--- src/rtl/game_sequencer.sv ---
// Tic-tac-toe game sequencer: alternates user (O) and engine (X) moves.
// Optional move counter output enabled by defining MOVE_COUNT_EN.
module game_sequencer #(
  parameter int USER_FIRST = 1
) (
  input  logic       clk,
  input  logic       rst_n,
  input  logic       new_game,
  input  logic [8:0] user_move,
  input  logic       user_valid,
  output logic       user_ready,
  input  logic [8:0] ai_move,
  output logic [8:0] x_board,
  output logic [8:0] o_board,
  output logic       illegal_move,
  output logic       game_over,
  output logic [1:0] winner,
  output logic       ai_fault
`ifdef MOVE_COUNT_EN
  ,
  output logic [3:0] move_cnt
`endif
);

  localparam logic [2:0] IDLE      = 3'd0;
  localparam logic [2:0] USER_WAIT = 3'd1;
  localparam logic [2:0] USER_CHK  = 3'd2;
  localparam logic [2:0] AI_MOVE   = 3'd3;
  localparam logic [2:0] AI_CHK    = 3'd4;
  localparam logic [2:0] DONE      = 3'd5;

  localparam logic [2:0] START =
    (USER_FIRST != 0) ? USER_WAIT : AI_MOVE;

  logic [2:0] state;
  logic [8:0] occ;
  logic       full;
  logic       user_ok;
  logic       ai_ok;
  logic       user_wr;
  logic       ai_wr;

  function automatic logic onehot9(input logic [8:0] m);
    return (m != 9'd0) && ((m & (m - 9'd1)) == 9'd0);
  endfunction

  // bit 8 is top-left, row-major
  function automatic logic line3(input logic [8:0] b);
    return (&b[8:6]) | (&b[5:3]) | (&b[2:0]) |
           (b[8] & b[5] & b[2]) |
           (b[7] & b[4] & b[1]) |
           (b[6] & b[3] & b[0]) |
           (b[8] & b[4] & b[0]) |
           (b[6] & b[4] & b[2]);
  endfunction

  always_comb begin
    occ        = x_board | o_board;
    full       = &occ;
    user_ready = (state == USER_WAIT);
    user_ok    = onehot9(user_move) &&
                 ((user_move & occ) == 9'd0);
    ai_ok      = onehot9(ai_move) &&
                 ((ai_move & occ) == 9'd0);
    user_wr    = user_ready && user_valid && user_ok;
    ai_wr      = (state == AI_MOVE) && ai_ok;
  end

  always_ff @(posedge clk or negedge rst_n) begin
    if (!rst_n) begin
      state        <= IDLE;
      x_board      <= 9'd0;
      o_board      <= 9'd0;
      illegal_move <= 1'b0;
      game_over    <= 1'b0;
      winner       <= 2'b00;
      ai_fault     <= 1'b0;
    end else if (new_game) begin
      state        <= START;
      x_board      <= 9'd0;
      o_board      <= 9'd0;
      illegal_move <= 1'b0;
      game_over    <= 1'b0;
      winner       <= 2'b00;
      ai_fault     <= 1'b0;
    end else begin
      illegal_move <= 1'b0;
      unique case (1'b1)
        (state == USER_WAIT): begin
          if (user_valid) begin
            if (user_ok) begin
              o_board <= o_board | user_move;
              state   <= USER_CHK;
            end else begin
              illegal_move <= 1'b1;
            end
          end
        end
        (state == USER_CHK): begin
          if (line3(o_board)) begin
            state     <= DONE;
            winner    <= 2'b10;
            game_over <= 1'b1;
          end else if (full) begin
            state     <= DONE;
            winner    <= 2'b11;
            game_over <= 1'b1;
          end else begin
            state <= AI_MOVE;
          end
        end
        (state == AI_MOVE): begin
          if (ai_ok) begin
            x_board <= x_board | ai_move;
            state   <= AI_CHK;
          end else begin
            ai_fault  <= 1'b1;
            winner    <= 2'b00;
            game_over <= 1'b1;
            state     <= DONE;
          end
        end
        (state == AI_CHK): begin
          if (line3(x_board)) begin
            state     <= DONE;
            winner    <= 2'b01;
            game_over <= 1'b1;
          end else if (full) begin
            state     <= DONE;
            winner    <= 2'b11;
            game_over <= 1'b1;
          end else begin
            state <= USER_WAIT;
          end
        end
        default: begin
        end
      endcase
    end
  end

`ifdef MOVE_COUNT_EN
  always_ff @(posedge clk or negedge rst_n) begin
    if (!rst_n) begin
      move_cnt <= 4'd0;
    end else if (new_game) begin
      move_cnt <= 4'd0;
    end else if ((user_wr || ai_wr) && move_cnt != 4'd9) begin
      move_cnt <= move_cnt + 4'd1;
    end
  end
`else
  logic unused_wr;
  assign unused_wr = user_wr ^ ai_wr;
`endif

endmodule

--- config.mk ---
export PLATFORM = sky130hd
export DESIGN_NAME = game_sequencer
export DESIGN_NICKNAME = d
export VERILOG_FILES = /design/src/rtl/game_sequencer.sv
export SDC_FILE = /design/constraint.sdc
export NUM_CORES = 1
export LEC_CHECK = 0
export ABC_AREA = 1
export CORE_MARGIN = 3
export CORE_UTILIZATION = 30
export DETAILED_ROUTE_END_ITERATION = 16
export GPL_TIMING_DRIVEN = 0
export PLACE_DENSITY = 0.53
export SLEW_MARGIN = 30
export SYNTH_ARGS = -nofsm -noshare
export SYNTH_HDL_FRONTEND = slang
export SYNTH_SLANG_ARGS = --single-unit
--- constraint.sdc ---
create_clock -name clk -period 3 [get_ports clk]
set_clock_uncertainty 0.15 [all_clocks]
set_input_delay 0.9 -clock clk [delete_from_list [all_inputs] [get_ports clk]]
set_output_delay 0.9 -clock clk [all_outputs]
set_load 0.01 [all_outputs]
==> flow_metrics.py <==
metrics = {
    "worst_setup_path": {
        "crit_buf_inv": 1,
        "worstSetupStartpoint": "state[2]",
        "path_cells": "nor3_2 -> clkdlybuf4s50_1",
        "cp_max_fo": 5,
        "cp-endpoint": "user_ready",
        "startpoint_type": "flop",
        "cp_num_cells": 2,
        "reg2reg_depth": 10,
        "crit_slowest_cell": "clkdlybuf4s50_1",
        "timing.rr.start": "o_board[0]",
        "reg2reg_to": "x_board[5]",
        "path_delay_family": "buffers and inverters",
        "cp.arrival_ns": 1.54,
        "criticalPathCategory": "reg -> out",
        "endpoint_kind": "primary output",
        "reg2reg_slack_ns": 1.14,
        "critPathRequiredTime_ns": 1.95,
        "critical-path-max-stage-delay_ns": 0.57,
    },
    "detailed_routing": {
        "postRouteAntennaNets": 0,
        "wl_um": 5860,
        "via_per_inst": 4.71,
        "drtIter0Drc": 84,
        "firstDrtPassIters": 4,
        "num_vias": 2193,
        "wl_per_cell_um": 12.6,
        "route.detailed.drc": 0,
    },
    "synth": {
        "synthCells": 341,
        "synth_cell_types": 23,
        "yosys_warnings": 0,
        "synth_fp_nets": 363,
        "syn_area_per_cell_sq_um": 5.88,
        "ys_seq_elements": 26,
        "ys_seq_area_share_pct": 32.5,
        "netlist_area_sq_mm": 0.00200,
    },
    "worst_hold_path": {
        "hp-class": "reg -> reg",
    },
    "sta": {
        "fin_setup_tns_ns": 0,
        "period_needed_ns": 2.59,
        "rsz0062_at_grt": "no",
        "hold_viol": 0,
        "relSlewSlack_pct": 59.5,
        "max_freq_mhz": 387,
        "setup_violations": 0,
        "report.final.slew_viol_count": 0,
        "period_share_pct": 86.2,
        "max_slew.worst_pin.slew_ns": 0.607,
    },
    "global_route": {
        "globalRouteTotalUtil_pct": 16.2,
        "grt_pass1_vias": 2054,
        "grt_max_degree": 27,
        "grt_pass1_wl_um": 9890,
        "top_usage_layer": "met2",
        "antenna_found_initial": 0,
        "grt_use_met1_pct": 23.2,
        "grtUsageMet3_pct": 1.98,
        "grt-ovfl-total": 0,
        "met2_usage_pct": 26.2,
    },
    "clocking": {
        "clkLatencyLatePin_ns": 0.27,
        "cts_tree": "yes",
        "cts.sinks": 26,
        "cts_resized": 0,
        "cts_made_buffers": 3,
        "cts_hold_buf": 0,
        "cts_setup_buffers": 0,
        "clockBufferDepth": 2,
        "cts-root-buf": "clkbuf_8",
        "path_clk_slew_ns": 0.09,
        "htree_levels": 1,
    },
    "floorplan": {
        "pin_count": 46,
        "core_sq_mm": 0.00642,
        "rows": 29,
        "die_area_sq_mm": 0.00770,
        "fp.dieH_um": 87.7,
        "die_x_um": 87.7,
        "start_util_pct": 31.2,
    },
    "layout": {
        "drive_above_1_share_pct": 5.91,
        "antenna_cells": 0,
        "fillers": 723,
        "design_area_sq_mm": 0.00259,
        "regArea_sq_um": 651,
        "syn2layout_area_growth_pct": 29.3,
        "final_util_pct": 40.3,
        "multiInputGateArea_sq_mm": 0.00119,
        "layout.nets": 412,
    },
    "power": {
        "p_per_area_mw_per_mm2": 685,
        "total_power_mw": 1.78,
        "p_leak_nw": 1.36,
        "vdd_drop_max_v": 0.000322,
    },
    "placed_design": {
        "postPlaceCellArea_sq_mm": 0.00254,
        "dp_hpwl_um": 4630,
        "portBuffers": 44,
        "routabilityCongestion": 0.851,
    },
    "run": {
        "cap_violations": 0,
    },
    "run_status": {
        "status": "finished clean",
    },
}
[final cells by class]
| cell class | instances | area share, % |
|---|---|---|
| tap | 77 | 3.72 |
| clock buffer | 4 | 2.12 |
| inverter | 38 | 5.50 |
| buffer | 4 | 0.628 |
| sequential | 26 | 25.1 |
| timing repair buffer | 44 | 16.8 |
| multi-input combinational | 273 | 46.1 |
[state kept, by name (all words and copies together) (netlist names)]
name / count
state: 3
x_board: 9
o_board: 9
winner: 2
ai_fault: 1
game_over: 1
illegal_move: 1
[cells in the mapped netlist]
master / n / area (sq um)
o21ai_2: 1 / 8.76
buf_2: 1 / 5.00
inv_2: 1 / 3.75
nor2_2: 4 / 25.0
nand2_2: 3 / 18.8
nand2_4: 4 / 45.0
inv_1: 36 / 135
nor3_1: 6 / 30.0
o21ai_1: 4 / 20.0
nand3_1: 33 / 165
nand4_1: 1 / 6.26
o21a_1: 2 / 15.0
a21o_1: 1 / 7.51
dfrtp_1: 26 / 651
nand3_2: 2 / 20.0
a21oi_1: 11 / 55.1
nor2_4: 1 / 11.3
clkinv_1: 1 / 3.75
nor2_1: 66 / 248
nor3_2: 1 / 10.0
clkbuf_1: 3 / 11.3
o21ai_0: 8 / 40.0
nand2_1: 125 / 469
[placed cells by master (no fill, tap or decap)]
master / Yosys / layout
nand3_1: 33 / 33
clkbuf_8: 0 / 4
nor3_1: 6 / 6
nand3_2: 2 / 2
buf_2: 1 / 2
o21ai_2: 1 / 1
o21ai_0: 8 / 8
o21a_1: 2 / 2
nor2_1: 66 / 66
inv_1: 36 / 36
clkdlybuf4s50_1: 0 / 43
dfrtp_1: 26 / 26
inv_2: 1 / 1
nor2_2: 4 / 4
clkbuf_1: 3 / 3
nor3_2: 1 / 1
o21ai_1: 4 / 4
nand2_2: 3 / 3
a21oi_1: 11 / 11
nand4_1: 1 / 1
clkinv_1: 1 / 1
a21o_1: 1 / 1
nand2_4: 4 / 4
nand2_1: 125 / 125
nor2_4: 1 / 1
[through the flow]
stage | hold slack, ns | cells | setup WS, ns
detailed placement | 0.340 | 462 | 0.167
global placement | 0.340 | 462 | 0.184
finish | 0.359 | 466 | 0.414
global route | 0.395 | 466 | 0.290
CTS | 0.365 | 466 | 0.385
floorplan | 0.315 | 341 | 0.894
[worst reg2reg max path: cells and delay by family (launching register included)]
kind | cells | cell delay (ns)
DFF | 1 | 0.49
and+or+nand+nor | 9 | 0.90
AOI/OAI and AO/OA | 1 | 0.23
[power by group]
group          internal, mW  switching, mW
logic                 0.400          0.514
registers             0.457          0.168
clock network         0.118          0.120
[kinds of logic after synthesis]
group	count (synthesis)	synth area share, %
and+or+nand+nor	246	52.3
buffers and inverters	42	7.93
AOI/OAI and AO/OA	27	7.30
DFF	26	32.5
[worst min path at each step]
stage,startpoint,to,cells after the start
floorplan,state[0],state[0],2
global placement,state[0],state[0],2
detailed placement,state[0],state[0],2
CTS,state[0],state[0],2
global route,state[0],state[0],2
finish,state[0],state[0],2
[routing by layer]
metal / wire, um / vias to the layer above
met5: 0 / -
met4: 31 / 0
met3: 207 / 2
met2: 2680 / 42
met1: 2940 / 988
li1: - / 1161
Note: power is estimated with default switching activity, not from simulation.
==> RTL change: new RTL, same settings <==
`USER_FIRST`: 1 -> 0.
--- a/src/rtl/game_sequencer.sv
+++ b/src/rtl/game_sequencer.sv
@@ -1,7 +1,7 @@
 // Tic-tac-toe game sequencer: alternates user (O) and engine (X) moves.
 // Optional move counter output enabled by defining MOVE_COUNT_EN.
 module game_sequencer #(
-  parameter int USER_FIRST = 1
+  parameter int USER_FIRST = 0
 ) (
   input  logic       clk,
   input  logic       rst_n,
Check against the original RTL: not equivalent (Yosys sat finds a counterexample within 4 cycles, from zero or initial values and one cycle with rst_n low).
==> RTL change against the original RTL <==
  * Global-route usage is 0.62 points higher
  * Wire length increased by 1.2%
  * Combinational power fell by 29%
  * Cell area shrank 0.92%
  * Synthesized area down 2.4%
  * Sequential power fell by 19%
  * Via count about the same
  * Total power down 18%
  * Sequential cell count unchanged
  * Setup slack better by 0.67 ps
  * Largest cell class unchanged
  * Largest power group unchanged
  * Highest routed layer unchanged
==> RTL change: results (changes against the original RTL) <==
[hold_path]
hold_path_depth = 2  ; unchanged
worstHoldEndpoint = ai_fault$_DFFE_PN0P_  ; was state[0]$_DFFE_PN0P_
min_from = ai_fault$_DFFE_PN0P_  ; was state[0]$_DFFE_PN0P_

[layout]
syn2layout_area_growth_pct = 31.20  ; was 29.28%
layout.cells.non_filler = 451  ; was 466
layout-drive-gt1-share_pct = 5.851  ; was 5.913%
nets = 399  ; was 412
fill_cells = 678  ; was 723

[placement]
place.gp.congestion = 0.8125  ; was 0.8506
preCtsSetupSlack_ps = 188.6  ; was 167.2 ps
port_buffers = 45  ; was 44
placed_area_um2 = 2496  ; was 2536 um^2
hpwl_mm = 4.731  ; was 4.628 mm

[clock_network]
cts_max_level = 1  ; unchanged
cts_made_buffers = 3  ; unchanged

[logic_synthesis]
synthXorXnorAreaFrac_pct = 0  ; unchanged
synth.net_count = 349  ; was 363
synth_cell_type_count = 22  ; was 23
seq_area_frac_synth_pct = 33.25  ; was 32.46%
synth_common_cells = nand2_1, nor2_1, inv_1, nand3_1, dfrtp_1  ; unchanged
syn_area_per_cell_um2 = 5.984  ; was 5.878 um^2
synth_compound_area_share_pct = 10.23  ; was 7.303%
synth_area_leaders = dfrtp_1, nand2_1, nor2_1, nand3_1, inv_1  ; unchanged

[timing]
max_slew_margin_pct = 60.17  ; was 59.51%
max_freq_mhz = 386.8  ; was 386.7 MHz
whs_ps = 371.7  ; was 358.6 ps

[grt]
grt_max_degree = 27  ; unchanged
grt_usage_pct = 16.87  ; was 16.25%
grt_pass1_vias = 2050  ; was 2054
grt_pass1_wl_mm = 10.07  ; was 9.887 mm

[setup_path]
r2r_end = o_board[8]$_DFFE_PN0P_  ; was x_board[5]$_DFFE_PN0P_
crit-reg2reg-launch = x_board[4]$_DFFE_PN0P_  ; was o_board[0]$_DFFE_PN0P_
reg2reg_depth = 12  ; was 10
cp_max_fo = 4  ; was 5

[detailed_routing]
drt_iter0_drc = 102  ; was 84
viasPerCell = 4.865  ; was 4.706
routedWlPerCell_um = 13.15  ; was 12.57 um

[power_and_ir_drop]
power_leakage_nw = 1.244  ; was 1.361 nW
seqPwrFrac_pct = 34.8  ; was 35.2%
powerComb_uw = 647  ; was 914 uW
combPwrFrac_pct = 44.6  ; was 51.4%
max-vdd-ir-drop_mv = 0.3272  ; was 0.3217 mV
p_switching_uw = 594.8  ; was 801.5 uW

[status]
status = finished clean  ; unchanged

[RTL change: cell count changes in the layout (fill, tap and decap cells not counted), sizes merged, moves of 6 or more]
cell	before	now
a21oi	11	19
inv	37	43
nand2	132	121
nand3	35	29
nand4	1	10
nor2	71	51
[RTL change: routing by layer]
layer	GRT usage [%]	share of wire [%]	vias up
met5	0	0	-
met4	3.541	0.67	0
met3	2.852	4.6	4
met2	27.61	47	52
met1	23.35	48	1007
li1	-	-	1131
[RTL change: final cells by class]
| class | instances | area share [%] |
|---|---|---|
| repair buffers | 45 | 17.35 |
| flip-flops and latches | 26 | 25.34 |
| inverters | 44 | 6.433 |
| well taps | 75 | 3.655 |
| multi-input cells | 253 | 43.76 |
| plain buffers | 4 | 0.6823 |
| clock buffers | 3 | 1.608 |
| clock inverters | 1 | 1.170 |
[RTL change: critical path, cell delays in order (launching register included)]
cell and delay [ps]:
dfrtp_1 430, nor3_2 250, clkdlybuf4s50_1 580
